--- config.mk ---
export PLATFORM = sky130hd
export DESIGN_NAME = corr_tap_bank
export DESIGN_NICKNAME = d
export VERILOG_FILES = /design/src/rtl/corr_tap_bank.sv
export SDC_FILE = /design/constraint.sdc
export NUM_CORES = 1
export LEC_CHECK = 0
export ABC_AREA = 1
export CELL_PAD_IN_SITES_DETAIL_PLACEMENT = 2
export CELL_PAD_IN_SITES_GLOBAL_PLACEMENT = 2
export CORE_MARGIN = 5
export CORE_UTILIZATION = 40
export CTS_CLUSTER_SIZE = 25
export DETAILED_ROUTE_END_ITERATION = 6
export DONT_BUFFER_PORTS = 1
export PLACE_DENSITY = 0.89
export SYNTH_ARGS = -nofsm -noshare
export SYNTH_HDL_FRONTEND = slang
export SYNTH_SLANG_ARGS = --single-unit
--- constraint.sdc ---
create_clock -name clk -period 9.29 [get_ports clk]
set_input_delay 0.4645 -clock clk [delete_from_list [all_inputs] [get_ports clk]]
set_output_delay 0.4645 -clock clk [all_outputs]
set_load 0.05 [all_outputs]
--- src/rtl/corr_tap_bank.sv ---
// Multi-tap 1-bit code correlator: one code NCO, TAPS phase-shifted replicas, signed
// accumulate-and-dump per tap into a valid/ready output register. Optional CORR_DISC_EN adds disc.

module corr_tap_lane #(
    parameter int PHASE_W = 16,
    parameter int ACC_W   = 16
) (
    input  logic               clk,
    input  logic               rst_in,
    input  logic [PHASE_W-1:0] phase_i,
    input  logic [PHASE_W-1:0] offset_i,
    input  logic               sig_i,
    input  logic               accept_i,
    input  logic               restart_i,
    output logic [ACC_W-1:0]   sum_o
);
    logic             replica;
    logic             match;
    logic [ACC_W-1:0] acc_q, acc_d;

    // MSB of (phase - offset): operand MSBs xor the borrow out of the low bits.
    assign replica = phase_i[PHASE_W-1] ^ offset_i[PHASE_W-1]
                   ^ (phase_i[PHASE_W-2:0] < offset_i[PHASE_W-2:0]);
    assign match   = (sig_i == replica);

    // Running sum including the current sample; this is what a dump captures.
    assign sum_o = acc_q + (match ? ACC_W'(1) : {ACC_W{1'b1}});

    always_comb begin
        acc_d = acc_q;
        if (restart_i)
            acc_d = '0;
        else if (accept_i)
            acc_d = sum_o;
    end

    always_ff @(posedge clk or posedge rst_in) begin
        if (rst_in) acc_q <= '0;
        else        acc_q <= acc_d;
    end
endmodule

module corr_tap_bank #(
    parameter int TAPS    = 3,
    parameter int PHASE_W = 16,
    parameter int ACC_W   = 16,
    parameter int INT_LEN = 1024
) (
    input  logic                  clk,
    input  logic                  rst_in,
    input  logic                  sig,
    input  logic                  sig_en,
    input  logic [PHASE_W-1:0]    code_freq,
    input  logic [PHASE_W-1:0]    tap_spacing,
    input  logic                  phase_load,
    input  logic [PHASE_W-1:0]    phase_init,
    output logic [TAPS*ACC_W-1:0] out_data,
    output logic                  out_valid,
    input  logic                  out_ready,
    output logic                  overrun
`ifdef CORR_DISC_EN
    ,
    output logic [ACC_W:0]        disc
`endif
);
    localparam int CNT_W = $clog2(INT_LEN);
    localparam logic [CNT_W-1:0] CNT_LAST = CNT_W'(INT_LEN - 1);

    typedef enum logic {EMPTY, FULL} ostate_e;

    logic [PHASE_W-1:0]              phase_q, phase_d;
    logic [CNT_W-1:0]                cnt_q, cnt_d;
    logic                            accept, dump, restart;
    logic [TAPS-1:0][PHASE_W-1:0]    offset;
    logic [TAPS-1:0][ACC_W-1:0]      sum;
    ostate_e                         state_q, state_d;
    logic [TAPS*ACC_W-1:0]           data_q, data_d;
    logic                            overrun_q, overrun_d;
    logic                            load_out;

    // phase_load wins over a coincident strobe; that sample is dropped.
    assign accept  = sig_en & ~phase_load;
    assign dump    = accept & (cnt_q == CNT_LAST);
    assign restart = phase_load | dump;

    always_comb begin
        phase_d = phase_q;
        cnt_d   = cnt_q;
        if (phase_load) begin
            phase_d = phase_init;
            cnt_d   = '0;
        end else if (sig_en) begin
            phase_d = phase_q + code_freq;
            cnt_d   = dump ? '0 : cnt_q + CNT_W'(1);
        end
    end

    always_ff @(posedge clk or posedge rst_in) begin
        if (rst_in) begin
            phase_q <= '0;
            cnt_q   <= '0;
        end else begin
            phase_q <= phase_d;
            cnt_q   <= cnt_d;
        end
    end

    genvar k;
    generate
        for (k = 0; k < TAPS; k++) begin : g_tap
            assign offset[k] = PHASE_W'(k) * tap_spacing;

            corr_tap_lane #(
                .PHASE_W(PHASE_W),
                .ACC_W  (ACC_W)
            ) u_lane (
                .clk      (clk),
                .rst_in   (rst_in),
                .phase_i  (phase_q),
                .offset_i (offset[k]),
                .sig_i    (sig),
                .accept_i (accept),
                .restart_i(restart),
                .sum_o    (sum[k])
            );
        end
    endgenerate

    // Output stage: a dump landing while FULL survives only if the old word leaves this edge.
    always_comb begin
        state_d   = state_q;
        overrun_d = overrun_q;
        load_out  = 1'b0;
        case (state_q)
            EMPTY: begin
                if (dump) begin
                    load_out = 1'b1;
                    state_d  = FULL;
                end
            end
            FULL: begin
                if (dump) begin
                    if (out_ready) load_out  = 1'b1;
                    else           overrun_d = 1'b1;
                end else if (out_ready) begin
                    state_d = EMPTY;
                end
            end
            default: state_d = EMPTY;
        endcase
    end

    assign data_d = load_out ? sum : data_q;

    always_ff @(posedge clk or posedge rst_in) begin
        if (rst_in) begin
            state_q   <= EMPTY;
            data_q    <= '0;
            overrun_q <= 1'b0;
        end else begin
            state_q   <= state_d;
            data_q    <= data_d;
            overrun_q <= overrun_d;
        end
    end

    assign out_data  = data_q;
    assign out_valid = (state_q == FULL);
    assign overrun   = overrun_q;

`ifdef CORR_DISC_EN
    logic [ACC_W:0] disc_q, disc_d;

    // Early minus late, one bit wider so the full +/-2*INT_LEN range fits.
    assign disc_d = load_out ? ({sum[0][ACC_W-1], sum[0]} - {sum[TAPS-1][ACC_W-1], sum[TAPS-1]})
                             : disc_q;

    always_ff @(posedge clk or posedge rst_in) begin
        if (rst_in) disc_q <= '0;
        else        disc_q <= disc_d;
    end

    assign disc = disc_q;
`endif
endmodule

Word level (Yosys, flattened, before mapping)
Index checks and enable logic that the tools add are counted.
{"block": "classes", "n_eq_ne": 4, "reduce_logical": 3, "n_bitwise": 11, "n_mux": 21, "magnitude_cmp": 3, "addsub": 5}
{"cell": "$mux W16", "n": 11}
{"cell": "$add A16 B16 Y16", "n": 4}
{"cell": "$lt A15 B15 Y1", "n": 2}
{"cell": "$mux W10", "n": 3}
{"cell": "$lt A15 B1 Y1 const B", "n": 1}
{"cell": "$add A10 B1 Y10 const B", "n": 1}
{"cell": "$eq A10 B10 Y1 const B", "n": 1}
{"cell": "$mux W1", "n": 5}
{"cell": "$xor A1 B1 Y1", "n": 5}
{"cell": "$pmux W1 S2", "n": 2}
{"cell": "$reduce_bool A2 Y1", "n": 2}
{"cell": "$eq A1 B1 Y1", "n": 3}
{"cell": "$not A1 Y1", "n": 3}
{"cell": "$reduce_and A3 Y1", "n": 1}
{"cell": "$and A1 B1 Y1", "n": 2}
{"cell": "$or A1 B1 Y1", "n": 1}
{"block": "word_totals", "elab_cells": 55, "register_bits": 124, "output_inout_bits": 50, "in_bits": 54}

Longest topological paths before layout
Gate-level depths: netlist (run 1).
{"block": "logic_depth", "word_depth": 7, "depth_mapped": 23, "ltp_nobuf": 23}

Modules after synthesis
Synthesis (run 1) repeated with hierarchy kept, for this count alone.
{"block": "unflattened", "cells_unflattened": 1353, "area_unflattened_um2": 9599.2}
{"module": "corr_tap_bank", "instances": 1, "area_each_um2": 4041.4, "cells_each": 524}
{"module": "corr_tap_lane (g_tap[0].u_lane ...)", "instances": 2, "area_each_um2": 1849.3, "cells_each": 277}
{"module": "corr_tap_lane (g_tap[2].u_lane)", "instances": 1, "area_each_um2": 1859.3, "cells_each": 275}

Worst setup path after synthesis (run 1)
Ideal clock, no wire load.
{"block": "synth_timing", "path_type": "in2reg", "from": "input sig", "to": "register data_q[42], in the netlist out_data[42]", "path_buffers": 0, "stages": 17, "required_ns": 9.172, "slack_ns": 6.196, "arrival_ns": 2.976, "cell_sequence": "inv_1 nand2_1 nand2_1 xor2_1 inv_1 nand3_1 nand2_1 ha_1 a21oi_1 o21ai_0 nand2_1 nand2_1 nand3_1 nand2_1 or2_2 nand3_1 nand2_1"}
{"block": "synth_between", "elab_chain_len": 3}
{"element": "start, declared", "line": "51", "source": "input logic sig,"}
{"element": "$eq A1 B1 Y1", "line": "24", "source": "assign match = (sig_i == replica);"}
{"element": "$mux W16", "line": "27", "source": "assign sum_o = acc_q + (match ? ACC_W'(1) : {ACC_W{1'b1}});"}
{"element": "$add A16 B16 Y16", "line": "27"}
{"element": "end signal, assigned", "line": "162", "source": "data_q <= data_d;"}
{"element": "end, declared", "line": "77", "source": "logic [TAPS*ACC_W-1:0] data_q, data_d;"}
Every way passes these cells.
A chain may end at the register's enable or synchronous reset.

Final worst setup path (run 1)
{"block": "layout_timing", "from": "register phase_q[15]", "to": "register g_tap[2].u_lane.acc_q[11]"}
{"block": "layout_between", "elab_chain_len": 7}
{"element": "start, declared", "line": "71", "source": "logic [PHASE_W-1:0] phase_q, phase_d;"}
{"element": "start signal, assigned", "line": "103", "source": "phase_q <= phase_d;"}
{"element": "$xor A1 B1 Y1", "line": "22", "source": "assign replica = phase_i[PHASE_W-1] ^ offset_i[PHASE_W-1]"}
{"element": "$xor A1 B1 Y1", "line": "23", "source": "^ (phase_i[PHASE_W-2:0] < offset_i[PHASE_W-2:0]);"}
{"element": "$eq A1 B1 Y1", "line": "24"}
{"element": "$mux W16", "line": "27"}
{"element": "$add A16 B16 Y16", "line": "27"}
{"element": "$mux W16", "line": "33", "source": "else if (accept_i)"}
{"element": "$mux W16", "line": "31", "source": "if (restart_i)"}
{"element": "end signal, assigned", "line": "38", "source": "if (rst_in) acc_q <= '0;"}
{"element": "end signal, assigned", "line": "39", "source": "else acc_q <= acc_d;"}
{"element": "end, declared", "line": "19", "source": "logic [ACC_W-1:0] acc_q, acc_d;"}
Every way passes these cells. The select of a mux whose other input is x is not followed.

==> results of run 1 <==
==> power breakdown <==
part / internal (mW) / switching, mW
clock: 0.374 / 0.269
sequential: 0.627 / 0.0955
combinational: 0.411 / 0.904
==> state kept, by name (all words and copies together), names as in the netlist <==
signal and cells:
g_tap.u_lane.acc_q 48, phase_q 16, cnt_q 10, out_data 48, out_valid 1, overrun 1
==> per-layer routing <==
layer | vias to the layer above | global-route usage [%] | wire, um
li1 | 3744 | - | -
met1 | 4155 | 31.4 | 13200
met2 | 190 | 49.5 | 16900
met3 | 81 | 6.55 | 1440
met4 | 0 | 11.4 | 1100
met5 | - | 0 | 0
==> logic make-up after synthesis <==
group	Yosys count	synth area share (%)
xor+xnor	36	3.69
fa+ha+maj	91	13.7
flops	124	36.3
buf+inv	144	7.00
compound gates	204	13.5
simple gates	529	25.9
==> worst max path at each step <==
| stage | cells after the start | from | end |
|---|---|---|---|
| 2_1_floorplan | 1 | rst_in | cnt_q[0] |
| 3_3_place_gp | 17 | sig | out_data[46] |
| 3_5_place_dp | 17 | sig | out_data[46] |
| 4_1_cts | 15 | phase_q[15] | g_tap[2].u_lane.acc_q[11] |
| 5_1_grt | 17 | phase_q[15] | out_data[26] |
| 6_report | 15 | phase_q[15] | g_tap[2].u_lane.acc_q[11] |
==> worst reg2reg max path: cells and delay by family, from the launching register on <==
| family | cells | cell delay [ps] |
|---|---|---|
| AO/OA/AOI/OAI | 4 | 840 |
| AND/OR/NAND/NOR | 6 | 1470 |
| adder cells (fa/ha/maj) | 1 | 590 |
| buffers and inverters | 2 | 150 |
| XOR/XNOR | 2 | 670 |
| flip-flops | 1 | 420 |
==> cells in the final DEF (no fill, tap or decap), drive strengths merged, types with 11 or more instances in the layout <==
cell      n
a21oi    65
xnor2    14
inv     121
ha       87
nand3    88
xor2     22
dfrtp   124
nor2     58
nand2   349
nand4    11
o21ai    96
clkbuf   21
==> repair_timing <==
action | CTS | global route
hold endpoints to repair | 59 | 0
hold buffers | 1 | 0
endpoints found under the setup margin | 0 | 0
==> per-stage QoR <==
step,std cells,power [mW]
after global routing,1413,2.85
after CTS,1413,2.68
after detailed placement,1384,1.94
after floorplan,1128,1.58
after global placement,1384,1.84
final,1413,2.68
==> layout make-up <==
cell class / count / area [um^2]
clock buffer: 21 / 460
tap: 275 / 344
inverter: 121 / 459
fill: 2421 / 11700
sequential: 124 / 3100
timing repair buffer: 5 / 40.0
multi-input combinational: 860 / 4850
clock inverter: 7 / 70.1
==> summary.md, run 1 <==
| Metric | Value |
|---|---|
| Number of I/O pins | `104` |
| Overflow left after global routing | `0` |
| Root Buffer Master | `sky130_fd_sc_hd__clkbuf_16` |
| Nature of the critical path endpoint | `flip-flop` |
| Post-Syn Area per Cell | `7.58 um^2` |
| Headroom to the max-slew limit | `38.3%` |
| Share of synthesized flip-flops with an asynchronous set or reset | `100%` |
| # Max-Cap Violations | `0` |
| Pre-Repair DR Iteration Count | `4` |
| Floorplan core area | `21,000 um^2` |
| Area share of the largest cell type after synthesis | `36.3%` |
| Slew of the pin with the lowest slew margin | `924 ps` |
| Startpoint type of the worst setup path | `flip-flop` |
| Clock-pin slew of the registers on the worst-case setup and hold paths | `60 ps` |
| Number of gates resized after cts | `0` |
| Highest clock rate | `234 MHz` |
| Ys flop type | `sky130_fd_sc_hd__dfrtp_1` |
| Critical path type | `flip-flop to flip-flop` |
| Fraction of the yosys area taken by sequential cells | `36.3%` |
| Final critical-path required period | `4270 ps` |
| Post-route fraction of the period consumed by the critical path | `46.0%` |
| Initial antenna violation count | `0` |
| Peak supply drop | `133 uV` |
| # nets final | `1,274` |
| Clock latency of the later-clocked register in the worst-skew pair | `450 ps` |
| Worst hold slack | `141 ps` |
| Area growth, synth to finish | `9.13%` |
| Core utilization of the finished layout | `44.4%` |
| Die Area | `24,400 um^2` |
| Effective utilization at floorplan | `40.7%` |
| Minimum setup slack in the final design | `5020 ps` |
| Cts bufs inserted | `17` |
| Average vias per placed instance | `5.78` |
| Post-CTS Setup Repair Bufs | `0` |
| Detailed-route wire length | `32,700 um` |
| Vias | `8,170` |
| Post-synthesis cell type count | `42` |
| Ratio of cells with drive above 1 in the final layout | `4.66%` |
| Reg2Reg Setup Slack | `5020 ps` |
| Instance area at placement | `8790 um^2` |
| Number of antenna diodes | `0` |
| Number of enable-type register cells in the synthesized netlist | `0` |
| Die H | `156 um` |
| Setup_tns | `0 ps` |
| Final setup violation count | `0` |
| Number of I/O port buffers | `0` |
| Most area-hungry cell type in the Yosys netlist | `sky130_fd_sc_hd__dfrtp_1` |
| CP max-delay cell | `sky130_fd_sc_hd__ha_1` |
| Vias in the first global route | `9,593` |
| Final estimated routing congestion in global placement | `0.831` |
| Startpoint of the lowest-slack hold path | `out_ready` |
| Finished layout cell area | `9330 um^2` |
| DRC violations left | `0` |
| Cell occurring most often along the worst timing path | `sky130_fd_sc_hd__nand2_1` |
| Detailed placement HPWL | `21,400 um` |
| Width of the die | `156 um` |
| Cell count of the worst hold path | `1` |
| Status | `complete, no violations` |
| Leading cell types by total area after synthesis | `sky130_fd_sc_hd__dfrtp_1 (36%), sky130_fd_sc_hd__nand2_1 (15%), sky130_fd_sc_hd__ha_1 (13%), sky130_fd_sc_hd__inv_1 (5.2%), sky130_fd_sc_hd__nand3_1 (5.1%)` |
| Most common cell in the netlist | `sky130_fd_sc_hd__nand2_1` |
| Buffering stage count on the worst path with inverters included | `2` |
| Max Root-Sink Buffers | `2` |
| Peak fanout along the critical path | `18` |
| Number of cells produced by synthesis | `1,128` |
| Type of the worst min-delay path | `input port to flip-flop` |
| Unrepaired setup endpoints after global routing | `false` |
| Pin count of the biggest net entering global routing | `78` |
| Worst endpoint data arrival time | `4560 ps` |
| Post-detailed-route wirelength per cell | `23.1 um` |
| Num rows | `53` |
| Required time worst endpoint | `9570 ps` |
| First-iteration detailed-routing DRC count | `276` |
| Wire length of the first global-routing pass | `52,800 um` |
| Cell leakage power | `4.84 nW` |
| Count of warnings emitted by yosys | `0` |
| Gate family responsible for the most delay along the worst path | `simple AND/OR/NAND/NOR gates` |
| Worst setup slack before clock tree synthesis | `5270 ps` |
| Synth Net Count | `1,273` |
| Final slew viol count | `0` |
| Clock tree from TritonCTS | `done` |
| Number of sinks on the clock net | `124` |
| Hold Violations, Final | `0` |
| Capture instance of the worst register-to-register path | `g_tap[2].u_lane.acc_q[11]` |
| CP max stage delay | `590 ps` |
| Clk_skew | `16.0 ps` |
| Crit path cell chain | `inv_1, nand2_1, nand2_1, xor2_1, inv_1, nand3_1, nand2_1, ha_1, a21oi_1, o21ai_1, nand2_1, nand2_1, a21oi_1, xor2_1, o21ai_0` |
| Number of antenna-violating nets in the routed design | `0` |
| Synth cell count leaders | `sky130_fd_sc_hd__nand2_1 (346), sky130_fd_sc_hd__dfrtp_1 (124), sky130_fd_sc_hd__inv_1 (118), sky130_fd_sc_hd__ha_1 (87), sky130_fd_sc_hd__nand3_1 (87)` |
| Total standard cell area after synthesis | `8550 um^2` |
| Worst hold path endpoint | `out_valid` |
| Global-route total usage across every layer | `27.6%` |
| H-tree levels | `4` |
| Total power density per cell area | `287 nW/um^2` |
| Worst reg-to-reg path cell count | `15` |
| Synthesis-stage register bit count | `124` |
| Reg-to-reg startpoint | `phase_q[15]` |
(Power assumes the default switching activity.)
==> run 2: changes to the inputs <==
- ABC_AREA: 1 -> 0
- CORE_UTILIZATION: 40 -> 37
- PLACE_DENSITY: 0.89 -> 0.81
- clock period: 9.29 -> 3.5 ns (I/O delays scaled with it)
==> run 2 against run 1 <==
The flow now finishes with violations (negative setup slack). Wire length increased by 13%. Sequential power increased to 2.9 times the previous value. Highest routed layer is now met5. Clock skew increased by 3.9 ps. Utilization increased by 6.9 points. Global-route usage increased by 0.11 points. Critical endpoint is now out_data[46].
==> summary.md, run 2 <==
| Metric | Value |
|---|---|
| Status | `finished, violations left (was complete, no violations)` |
| Violated checks | `negative setup slack` |
| Peak supply drop | `381 uV (was 133 uV)` |
| Synth Net Count | `961 (was 1,273)` |
| Most common cell in the netlist | `sky130_fd_sc_hd__dfrtp_1 (was sky130_fd_sc_hd__nand2_1)` |
| Wire length of the first global-routing pass | `51,900 um (was 52,800 um)` |
| Gate family responsible for the most delay along the worst path | `compound AO/OA/AOI/OAI gates (was simple AND/OR/NAND/NOR gates)` |
| Buffering stage count on the worst path with inverters included | `1 (was 2)` |
| Type of the worst min-delay path | `input port to flip-flop (unchanged)` |
| Required time worst endpoint | `3820 ps (was 9570 ps)` |
| Post-synthesis cell type count | `56 (was 42)` |
| Synthesis-stage register bit count | `124 (unchanged)` |
| Die Area | `24,600 um^2 (was 24,400 um^2)` |
| H-tree levels | `4 (unchanged)` |
| # Max-Cap Violations | `0 (unchanged)` |
| CP max-delay cell | `sky130_fd_sc_hd__o31ai_2 (was sky130_fd_sc_hd__ha_1)` |
| Post-placement cell count | `1,146 (was 1,384)` |
| Detailed placement HPWL | `18,100 um (was 21,400 um)` |
| Share of synthesized flip-flops with an asynchronous set or reset | `100% (unchanged)` |
| Reg-to-reg startpoint | `phase_q[14] (was phase_q[15])` |
| Portion of total power attributed to combinational logic | `64.5% (was 49.1%)` |
| Worst endpoint data arrival time | `4520 ps (was 4560 ps)` |
| Clock tree from TritonCTS | `done (unchanged)` |
| Max Root-Sink Buffers | `2 (unchanged)` |
| Total power density per cell area | `1060 nW/um^2 (was 287 nW/um^2)` |
| Detailed-route wire length | `36,800 um (was 32,700 um)` |
| Core utilization of the finished layout | `51.3% (was 44.4%)` |
| Sequential share of power | `18.5% (was 27.0%)` |
| Setup_tns | `-10,310 ps (was 0 ps)` |
| Worst setup slack before clock tree synthesis | `-385 ps (was 5270 ps)` |
| Clk_skew | `19.9 ps (was 16.0 ps)` |
| Die H | `157 um (was 156 um)` |
| Filler Cells Inserted | `2,118 (was 2,421)` |
| Cell-internal power | `6.16 mW (was 1.41 mW)` |
| Width of the die | `157 um (was 156 um)` |
| Num rows | `53 (unchanged)` |
| Synth cell count leaders | `sky130_fd_sc_hd__dfrtp_1 (124), sky130_fd_sc_hd__ha_1 (87), sky130_fd_sc_hd__nand2_1 (71), sky130_fd_sc_hd__o21ai_0 (70), sky130_fd_sc_hd__a21oi_1 (64) (was sky130_fd_sc_hd__nand2_1 (346), sky130_fd_sc_hd__dfrtp_1 (124), sky130_fd_sc_hd__inv_1 (118), sky130_fd_sc_hd__ha_1 (87), sky130_fd_sc_hd__nand3_1 (87))` |
| Leading cell types by total area after synthesis | `sky130_fd_sc_hd__dfrtp_1 (39%), sky130_fd_sc_hd__ha_1 (14%), sky130_fd_sc_hd__mux2_2 (5.2%), sky130_fd_sc_hd__xnor2_1 (4.6%), sky130_fd_sc_hd__a22o_1 (4.4%) (was sky130_fd_sc_hd__dfrtp_1 (36%), sky130_fd_sc_hd__nand2_1 (15%), sky130_fd_sc_hd__ha_1 (13%), sky130_fd_sc_hd__inv_1 (5.2%), sky130_fd_sc_hd__nand3_1 (5.1%))` |
| Minimum setup slack in the final design | `-700 ps (was 5020 ps)` |
| Final critical-path required period | `4200 ps (was 4270 ps)` |
| Pre-Repair DR Iteration Count | `4 (unchanged)` |
| Final slew viol count | `0 (unchanged)` |
| Finished layout cell area | `10,800 um^2 (was 9330 um^2)` |
| Post-Syn Area per Cell | `9.76 um^2 (was 7.58 um^2)` |
| Post-detailed-route wirelength per cell | `29.7 um (was 23.1 um)` |
| Cell leakage power | `5.10 nW (was 4.84 nW)` |
| Global-route total usage across every layer | `27.7% (was 27.6%)` |
| Fraction of the yosys area taken by sequential cells | `39.0% (was 36.3%)` |
| Number of enable-type register cells in the synthesized netlist | `0 (unchanged)` |
| Area fraction in and, or, nand and nor cells after synthesis | `10.2% (was 25.9%)` |
| Post-synthesis adder-cell area fraction | `14.7% (was 13.7%)` |
| Clock latency of the later-clocked register in the worst-skew pair | `450 ps (about the same)` |
| Critical path type | `flip-flop to flip-flop (unchanged)` |
| Vias | `7,457 (was 8,170)` |
| Cts bufs inserted | `17 (unchanged)` |
| Area share of the largest cell type after synthesis | `39.0% (was 36.3%)` |
| CP max stage delay | `450 ps (was 590 ps)` |
| Final estimated routing congestion in global placement | `0.820 (was 0.831)` |
| Multiplexer share of the synthesized area | `5.48% (was 0%)` |
| Vias in the first global route | `8,558 (was 9,593)` |
| Crit path cell chain | `ha_1, a21oi_1, o21ai_1, a21oi_2, o21ai_4, xnor2_4, buf_6, ha_4, nor2b_4, o31a_1, o211ai_1, o211ai_1, o31ai_2, o21ai_1, xor2_1, mux2_4 (was inv_1, nand2_1, nand2_1, xor2_1, inv_1, nand3_1, nand2_1, ha_1, a21oi_1, o21ai_1, nand2_1, nand2_1, a21oi_1, xor2_1, o21ai_0)` |
| Part of the power in the clock network | `17.0% (was 24.0%)` |
| Hold Violations, Final | `0 (unchanged)` |
| Effective utilization at floorplan | `37.8% (was 40.7%)` |
| Headroom to the max-slew limit | `27.9% (was 38.3%)` |
| Launching instance or port of the critical path | `phase_q[14] (was phase_q[15])` |
| Total standard cell area after synthesis | `7970 um^2 (was 8550 um^2)` |
| Pin count of the biggest net entering global routing | `85 (was 78)` |
| Initial antenna violation count | `2 (was 0)` |
| Main combinational cell family by area after synthesis | `compound AO/OA/AOI/OAI gates (was simple AND/OR/NAND/NOR gates)` |
| Post-route fraction of the period consumed by the critical path | `120% (was 46.0%)` |
| Overflow left after global routing | `0 (unchanged)` |
| First-iteration detailed-routing DRC count | `403 (was 276)` |
| Final Instance Count excl. Fillers | `1,237 (was 1,413)` |
| Startpoint type of the worst setup path | `flip-flop (unchanged)` |
| Peak fanout along the critical path | `6 (was 18)` |
| Total chip power | `11.4 mW (was 2.68 mW)` |
| # nets final | `1,093 (was 1,274)` |
| Worst hold slack | `82.8 ps (was 141 ps)` |
| Floorplan core area | `21,100 um^2 (was 21,000 um^2)` |
| Highest clock rate | `238 MHz (was 234 MHz)` |
| Number of sinks on the clock net | `124 (unchanged)` |
| Most frequent cells in the layout | `sky130_fd_sc_hd__dfrtp_1 (124), sky130_fd_sc_hd__buf_4 (104), sky130_fd_sc_hd__nand2_1 (69) (was sky130_fd_sc_hd__nand2_1 (346), sky130_fd_sc_hd__dfrtp_1 (124), sky130_fd_sc_hd__inv_1 (117))` |
| Startpoint of the lowest-slack hold path | `code_freq[0] (was out_ready)` |
| Instance area at placement | `8880 um^2 (was 8790 um^2)` |
| Number of cells produced by synthesis | `816 (was 1,128)` |
| Slew of the pin with the lowest slew margin | `1080 ps (was 924 ps)` |
| Post-synthesis compound-gate area fraction | `20.6% (was 13.5%)` |
| Nature of the critical path endpoint | `flip-flop (unchanged)` |
| Ys flop type | `sky130_fd_sc_hd__dfrtp_1 (unchanged)` |
| Final setup violation count | `41 (was 0)` |
| Switch share | `46.1% (was 47.3%)` |
| NetSw | `5.26 mW (was 1.27 mW)` |
| Root Buffer Master | `sky130_fd_sc_hd__clkbuf_16 (unchanged)` |
| Count of warnings emitted by yosys | `0 (unchanged)` |
| Average vias per placed instance | `6.03 (was 5.78)` |
| Most area-hungry cell type in the Yosys netlist | `sky130_fd_sc_hd__dfrtp_1 (unchanged)` |
| Clock-pin slew of the registers on the worst-case setup and hold paths | `70 ps (was 60 ps)` |
| Number of antenna-violating nets in the routed design | `0 (unchanged)` |
| Number of I/O pins | `104 (unchanged)` |
| Area growth, synth to finish | `35.7% (was 9.13%)` |
| Most frequent standard cell in the layout excluding fill and tap cells | `sky130_fd_sc_hd__dfrtp_1 (was sky130_fd_sc_hd__nand2_1)` |
| Number of I/O port buffers | `0 (unchanged)` |
| Ratio of cells with drive above 1 in the final layout | `31.8% (was 4.66%)` |
| DRC violations left | `0 (unchanged)` |
| Unrepaired setup endpoints after global routing | `true (was false)` |
| Xor/xnor share of the synthesized area | `7.12% (was 3.69%)` |
-- run 2: logic make-up after synthesis --
family	Yosys count
xor gates and xnor gates	63
AOI/OAI and AO/OA	255
buffers and inverters	63
DFF	124
adders and majority gates	91
muxes	39
and+or+nand+nor	181
-- run 2: area by class of cell --
| type | instances | area, um^2 | share of cell area, % |
|---|---|---|---|
| multi-input combinational | 629 | 5480 | 50.6 |
| inverter | 40 | 155 | 1.44 |
| timing repair buffer | 136 | 1120 | 10.3 |
| clock buffer | 17 | 425 | 3.94 |
| antenna | 1 | 2.50 | 0.0231 |
| clock inverter | 15 | 188 | 1.74 |
| tap | 275 | 344 | 3.18 |
| sequential | 124 | 3100 | 28.7 |
-- run 2: worst paths after layout --
check / slack (ps) / cells past startpoint / to
worst max-delay path: -700 / 16 / out_data[46]
worst min-delay path: 80 / 3 / phase_q[0]
worst max register to register: -700 / 16 / out_data[46]
worst min register to register: 520 / 1 / g_tap[0].u_lane.acc_q[4]
max in group asynchronous: 2200 / 3 / g_tap[2].u_lane.acc_q[14]
min in group asynchronous: 380 / 2 / out_data[27]
-- run 2: repair_timing --
| action | CTS | global route |
|---|---|---|
| endpoints found under the hold margin | 100 | 0 |
| hold buffers | 19 | 0 |
| pin swaps | 38 | 46 |
| buffers inserted | 31 | 17 |
| resized for setup | 94 | 77 |
| gates cloned | 1 | 0 |
| endpoints found under the setup margin | 35 | 46 |
-- run 2: per-layer routing --
layer	global-route usage, %	share of wire (%)	up-vias
met5	0	0.038	-
met4	11.8	4.1	2
met3	4.95	3.7	100
met2	51.7	54	244
met1	30.6	38	3908
li1	-	-	3203
-- run 2: worst reg2reg max path, stage by stage, from the launching register on --
cell                       delay, ps
sky130_fd_sc_hd__dfrtp_1         420
sky130_fd_sc_hd__ha_1            340
sky130_fd_sc_hd__a21oi_1         180
sky130_fd_sc_hd__o21ai_1         130
sky130_fd_sc_hd__a21oi_2         220
sky130_fd_sc_hd__o21ai_4         120
sky130_fd_sc_hd__xnor2_4         320
sky130_fd_sc_hd__buf_6           170
sky130_fd_sc_hd__ha_4            200
sky130_fd_sc_hd__nor2b_4         130
sky130_fd_sc_hd__o31a_1          300
sky130_fd_sc_hd__o211ai_1        240
sky130_fd_sc_hd__o211ai_1        190
sky130_fd_sc_hd__o31ai_2         450
sky130_fd_sc_hd__o21ai_1         180
sky130_fd_sc_hd__xor2_1          200
sky130_fd_sc_hd__mux2_4          300
-- run 2: power groups by stage --
stage                     Sequential [mW]  Combinational [mW]  Clock (mW)
after floorplan                      1.98                3.06           0
after global placement               2.04                4.48           0
after detailed placement             2.05                4.79           0
after CTS                            2.07                5.88        1.93
after global routing                 2.13                7.70        2.01
final                                2.11                7.37        1.94
